File: src/rtl/alu_n_acc.sv
// 4-bit ALU with an 8-bit accumulator split into two universal shift-register nibbles.
// The controller sequences add/sub/and plus shift-add multiply and restoring divide.
module alu_n_acc (
    input  logic       clk,
    input  logic       clr,
    input  logic       ah_reset,
    input  logic       ah_inen,
    input  logic [3:0] bus_in,
    input  logic [3:0] breg_in,
    input  logic [1:0] hs,
    input  logic [1:0] ls,
    input  logic       s_add,
    input  logic       s_sub,
    input  logic       s_and,
    input  logic       s_mul,
    input  logic       s_div,
    input  logic       acc_oen,
    output logic [7:0] acc_out,
    output logic       sign_flag,
    output logic       zero_flag
);

    logic [3:0] acc_h, acc_l;
    logic       q, c;
    logic [4:0] r;
    logic [4:0] sum;
    logic       qnext;
    logic       alu_load;

    assign sum      = {1'b0, acc_h} + {1'b0, breg_in};
    assign alu_load = !ah_reset && (hs == 2'b11) && !ah_inen;

    always_comb begin
        r     = {1'b0, acc_h};
        qnext = 1'b0;
        if (s_add)
            r = sum;
        else if (s_sub)
            r = {1'b0, acc_h} - {1'b0, breg_in};   // bit 4 becomes the borrow
        else if (s_and)
            r = {1'b0, acc_h & breg_in};
        else if (s_mul)
            r = acc_l[0] ? sum : {1'b0, acc_h};
        else if (s_div) begin
            if (acc_h >= breg_in) begin
                r     = {1'b0, acc_h - breg_in};
                qnext = 1'b1;
            end
        end
    end

    // Both nibbles update from pre-edge values, so cross-nibble shifts see old data.
    always_ff @(posedge clk or negedge clr) begin
        if (!clr) begin
            acc_h <= 4'h0;
            acc_l <= 4'h0;
            q     <= 1'b0;
            c     <= 1'b0;
        end else begin
            if (ah_reset)
                acc_h <= 4'h0;
            else begin
                case (hs)
                    2'b11:   acc_h <= ah_inen ? bus_in : r[3:0];
                    2'b10:   acc_h <= {acc_h[2:0], acc_l[3]};
                    2'b01:   acc_h <= {c, acc_h[3:1]};
                    default: acc_h <= acc_h;
                endcase
            end
            case (ls)
                2'b11:   acc_l <= acc_h;
                2'b10:   acc_l <= {acc_l[2:0], q};
                2'b01:   acc_l <= {acc_h[0], acc_l[3:1]};
                default: acc_l <= acc_l;
            endcase
            if (alu_load)
                c <= r[4];
            if (alu_load && s_div)
                q <= qnext;
        end
    end

    assign acc_out   = acc_oen ? {acc_h, acc_l} : 8'h00;
    assign sign_flag = acc_h[3];
    assign zero_flag = ({acc_h, acc_l} == 8'h00);

endmodule

File: config.mk
export PLATFORM = sky130hd
export DESIGN_NAME = alu_n_acc
export DESIGN_NICKNAME = d
export VERILOG_FILES = /design/src/rtl/alu_n_acc.sv
export SDC_FILE = /design/constraint.sdc
export NUM_CORES = 1
export LEC_CHECK = 0
export CAP_MARGIN = 20
export CORE_UTILIZATION = 49
export DETAILED_ROUTE_END_ITERATION = 10
export PLACE_DENSITY = 0.83
export SLEW_MARGIN = 10
export SYNTH_ARGS = -nofsm -noshare
export SYNTH_HDL_FRONTEND = slang
export SYNTH_SLANG_ARGS = --single-unit
File: constraint.sdc
create_clock -name clk -period 2.5 [get_ports clk]
set_input_delay 0.75 -clock clk [delete_from_list [all_inputs] [get_ports clk]]
set_output_delay 0.75 -clock clk [all_outputs]
set_load 0.01 [all_outputs]
=== Word level (Yosys, flattened, before mapping) ===
Index checks and enable logic that the tools add are counted.

* Add/sub/neg operators: 3
* Magnitude comparators: 1
* Equality and inequality tests: 9
* Muxes and demuxes: 18
* Bitwise operators: 1
* Reduce and logical (&&, ||, !) cells: 9

{| class="wikitable"
|+ Operators by type and width
! kind !! number
|-
| $mux 5 || 5
|-
| $pmux 4 s3 || 2
|-
| $mux 4 || 4
|-
| $ne 8x8->1 const B || 2
|-
| $eq 2x2->1 const B || 4
|-
| $logic_not 8->1 || 1
|-
| $mux 8 || 1
|-
| $ne 8x7->1 const B || 1
|-
| $mux 1 || 6
|-
| $add 4x4->5 || 1
|-
| $sub 4x4->5 || 1
|-
| $and 4x4->4 || 1
|-
| $eq 2x1->1 const B || 2
|-
| $ge 4x4->1 || 1
|-
| $reduce_and 4->1 || 1
|-
| $reduce_bool 4->1 || 1
|-
| $sub 4x4->4 || 1
|-
| $logic_and 1x1->1 || 3
|-
| $reduce_bool 3->1 || 1
|-
| $logic_not 1->1 || 2
|}

* Register bits after elaboration: 10
* Input port bits: 22

=== Depth between registers and ports, before layout ===
* Depth in word-level cells: 10
* Gate-level depth with buffers: 8

=== Worst setup path after synthesis ===
Ideal clock, no wire load.

* Kind: input-to-reg
* Start point: in breg_in[0]
* End point: reg acc_h[3]
* Library setup time: 110 ps
* Arrival: 2315 ps
* Setup slack: 75 ps
* Stages: 7
* Buffers on the path: 0
* Cells stage by stage: ha_1 fa_1 nand2b_1 a21oi_2 a211oi_2 or2_1 o41ai_1

* Word-level cells in the longest chain between the ends: 10
* Elaborated cells on any way between the ends: 16
* Classes of those cells: add/sub: 3; order compare: 1; eq/ne: 1; mux: 10; reduce/logical: 1

{| class="wikitable"
|+ Ends and longest elaborated chain
! item !! line !! source
|-
| start: declaration || 9 || <nowiki>input logic [3:0] breg_in,</nowiki>
|-
| $sub 4x4->4 || 46 || <nowiki>r = {1'b0, acc_h - breg_in};</nowiki>
|-
| $mux 4 || 45 || <nowiki>if (acc_h >= breg_in) begin</nowiki>
|-
| $mux 4 || 44 || <nowiki>else if (s_div) begin</nowiki>
|-
| $mux 5 || 42 || <nowiki>else if (s_mul)</nowiki>
|-
| $mux 5 || 40 || <nowiki>else if (s_and)</nowiki>
|-
| $mux 5 || 38 || <nowiki>else if (s_sub)</nowiki>
|-
| $mux 5 || 36 || <nowiki>if (s_add)</nowiki>
|-
| $mux 4 || 64 || <nowiki>2'b11: acc_h <= ah_inen ? bus_in : r[3:0];</nowiki>
|-
| $pmux 4 s3 || 63 || <nowiki>case (hs)</nowiki>
|-
| $mux 4 || 60 || <nowiki>if (ah_reset)</nowiki>
|-
| end signal: assignment || 64 ||
|-
| end signal: assignment || 65 || <nowiki>2'b10: acc_h <= {acc_h[2:0], acc_l[3]};</nowiki>
|-
| end signal: assignment || 66 || <nowiki>2'b01: acc_h <= {c, acc_h[3:1]};</nowiki>
|-
| end: declaration || 23 || <nowiki>logic [3:0] acc_h, acc_l;</nowiki>
|}

Parallel ways exist; a longest one is shown, timed or not. The select of a mux whose other input is x is not followed.
A chain may end at the register's enable or synchronous reset.

=== Worst setup path in the final report ===
* Start point: in breg_in[0]
* End point: reg acc_h[0]

The elaborated chain is that of the path after synthesis.

==> key figures <==
Detailed routing
  • Total number of vias: 1,547
  • Vias/cell: 6.09
  • DR DRC count: 0
  • WL final: 4450 µm
  • Post-detailed-route wirelength per cell: 17.5 µm
  • Pre-Repair DR Iteration Count: 5
  • Highest metal used: met4
  • WL met2: 2180 µm
  • Met3 WL: 356 µm
  • Post-DRT Antenna Nets: 0
  • Initial detailed-routing violation count: 84
  • Met1 WL: 1720 µm

Timing
  • Setup TNS: 0 ps
  • Slew Limit Headroom: 69.9%
  • Count of final hold-check violations: 0
  • Max Transition Viols Final: 0
  • Fmax: 410 MHz
  • RSZ-0062 raised after global routing: true
  • Final Skew: 3.26 ps
  • Fin crit share: 97.6%
  • Worst Max-Slew Pin Slew: 451 ps
  • Finish-stage setup viols: 0
  • Fin crit period: 2440 ps

GRT
  • Total GRT Usage: 34.4%
  • Pin count of the biggest net entering global routing: 11
  • Grt ovf: 0
  • Vias in the first global route: 1,545
  • First-pass GRT wire length: 6870 µm
  • Antenna violations before repair: 0

Finish
  • Share of post-route cells with drive strength above 1: 27.2%
  • Fillcell total: 149
  • Nets: 263
  • Area delta synth->final: 55.9%
  • Fin cells: 254
  • Diodes inserted: 0

Power
  • Psw: 0.326 mW
  • Comb pwr share: 57.2%
  • Max VDD drop: 397 µV
  • Internal Power: 0.522 mW
  • Clock power frac: 17.9%
  • Flop pwr share: 24.9%
  • Lkg Pwr: 0.870 nW
  • Sw Ratio: 38.5%
  • Pwr/cell area: 429 nW/µm²

Worst setup path
  • Worst setup EP type: flip-flop
  • CP startpoint kind: input port
  • Crit path max fanout: 3
  • Worst Path Arrival: 2610 ps
  • WP data required: 2670 ps
  • Register-to-register setup slack: 280 ps
  • Crit Path Category: input port to flip-flop
  • Reg2Reg Depth: 8
  • RR Startpoint: acc_h[0]$_DFFE_PN0P_
  • Worst R2R End: acc_h[0]$_DFFE_PN0P_

Synthesis
  • Ys Warns: 0
  • Synth cell types: 48
  • Post-synth EDFFs: 0
  • Mean Syn Cell Area: 7.87 µm²
  • Post-synthesis register bit count: 10
  • Syn Inst Count: 161
  • Mapped Area: 1270 µm²
  • Top FF cell, synth: dfrtp_1
  • Register area share after synthesis: 19.7%
  • Post-synth ARST share: 100%
  • Syn_nets: 199

Floorplan
  • Starting Density: 51.6%
  • Die area: 2790 µm²
  • Row count: 18
  • Top-Level Pins: 32
  • Placeable core area: 2450 µm²
  • Die width: 52.9 µm
  • Die height: 52.9 µm

Place
  • Port Buffer Count: 31
  • DP HPWL: 3440 µm
  • Placed insts: 249
  • Routability congestion estimate: 0.957

Clock network
  • CTS tree: built
  • H-tree depth: 1
  • Clk slew on worst S/H paths: 70 ps
  • Clock root buffer: clkbuf_4
  • Sink Count: 10
  • Clock Latency Late Sink: 280 ps
  • TritonCTS buffer count: 3
  • CTS max path bufs: 2

Hold path
  • Hold_sp: q$_DFFE_PN0P_
  • Hold Path Depth: 2
  • Hold endpoint: q$_DFFE_PN0P_
  • Min-delay worst type: flip-flop to flip-flop

Flow run
  • Maxcap violations: 0

Outcome
  • Status: complete, no violations
==> layout by cell type, fill, tap and decap left out, drive strengths merged, types with 4 or more instances in the layout <==
master	count
buf	32
clkdlybuf4s50	26
nand2	16
inv	15
o21ai	15
ha	14
nor2	12
dfrtp	10
and2	9
a21oi	7
nor2b	6
clkbuf	5
a22oi	4
a221oi	4
nor3b	4
==> cells in the mapped netlist, types with 2 or more instances <==
library cell,instances,share of area [%]
or4_1,2,1.2
nor3b_1,3,1.8
a221oi_1,4,2.8
ha_1,14,14
a21oi_1,6,2.4
clkbuf_1,2,0.59
nor2_1,12,3.6
nand3_1,2,0.79
or3_1,2,0.99
fa_1,2,3.2
dfrtp_1,10,20
a31oi_1,3,1.5
inv_1,15,4.4
a22oi_1,4,2.4
o21ai_0,15,5.9
nor3_1,3,1.2
nor2b_1,5,2.5
o31ai_1,2,1.2
nand2_1,16,4.7
nand3b_1,2,1.2
and2_1,9,4.4
o22ai_1,2,0.99
==> per-layer routing <==
metal,up-vias,GRT usage (%)
met1,711,38.9
li1,710,-
met4,0,16.2
met2,104,60.1
met3,22,7.76
met5,-,0
==> state kept, by name, indices dropped and copies added, names as in the netlist <==
signal / cells
c: 1
acc_h: 4
q: 1
acc_l: 4
==> final cells by class <==
type                            instances  area [µm²]  share of cell area [%]
Multi-Input combinational cell        132        1050                    53.1
Timing Repair Buffer                   63         546                    27.6
Sequential cell                        10         251                    12.7
Tap cell                               30        37.5                    1.90
Inverter                               15        56.3                    2.85
Clock buffer                            4        36.3                    1.84
==> power by group through the flow <==
stage / sequential, mW / clock [mW] / combinational [mW]
2_1_floorplan: 0.214 / 0 / 0.202
3_3_place_gp: 0.211 / 0 / 0.401
3_5_place_dp: 0.213 / 0 / 0.421
4_1_cts: 0.211 / 0.148 / 0.454
5_1_grt: 0.214 / 0.156 / 0.522
6_report: 0.212 / 0.151 / 0.485
==> cells by family after synthesis <==
| group | Yosys count | share of synthesized area [%] |
|---|---|---|
| AND/OR/NAND/NOR | 64 | 27.8 |
| AO/OA/AOI/OAI | 50 | 27.8 |
| buffers and inverters | 19 | 6.02 |
| adder cells (fa/ha/maj) | 16 | 17.0 |
| flip-flops | 10 | 19.7 |
| XOR/XNOR | 1 | 0.691 |
| multiplexers | 1 | 0.888 |
==> repair_timing <==
action,4_1_cts,5_1_grt
setup buffers,1,0
gates resized for setup,19,11
pin swaps,9,3
setup endpoints to repair,13,11
hold buffers,0,0
==> worst max-delay path, stage by stage <==
cell and delay, ps:
dlygate4sd2_1 250, ha_2 190, fa_2 380, nand2b_4 170, a21oi_4 160, a211oi_2 110
or2_4 260, o41ai_2 340
==> worst max path at each step <==
stage / cells past startpoint / slack, ps / endpoint / from
floorplan: 7 / 70 / acc_h[3]$_DFFE_PN0P_ / breg_in[0]
global placement: 8 / -450 / acc_h[3]$_DFFE_PN0P_ / breg_in[0]
detailed placement: 8 / -620 / acc_h[2]$_DFFE_PN0P_ / breg_in[0]
CTS: 3 / 10 / acc_out[6] / acc_oen
global route: 8 / -30 / acc_h[2]$_DFFE_PN0P_ / breg_in[0]
finish: 8 / 60 / acc_h[0]$_DFFE_PN0P_ / breg_in[0]
==> per-stage QoR <==
stage | power, mW | utilization (%) | worst slack [ps] | hold slack [ps] | instance area (µm²)
2_1_floorplan | 0.416 | - | 74.7 | 447 | 1270
5_1_grt | 0.891 | 80.5 | -26.4 | 540 | 1980
3_3_place_gp | 0.611 | 74.5 | -452 | 488 | 1830
3_5_place_dp | 0.634 | 74.5 | -617 | 489 | 1830
4_1_cts | 0.813 | 78.8 | 9.95 | 503 | 1930
6_report | 0.848 | 80.5 | 59.0 | 504 | 1980
Power figures use the tool's default switching activity.
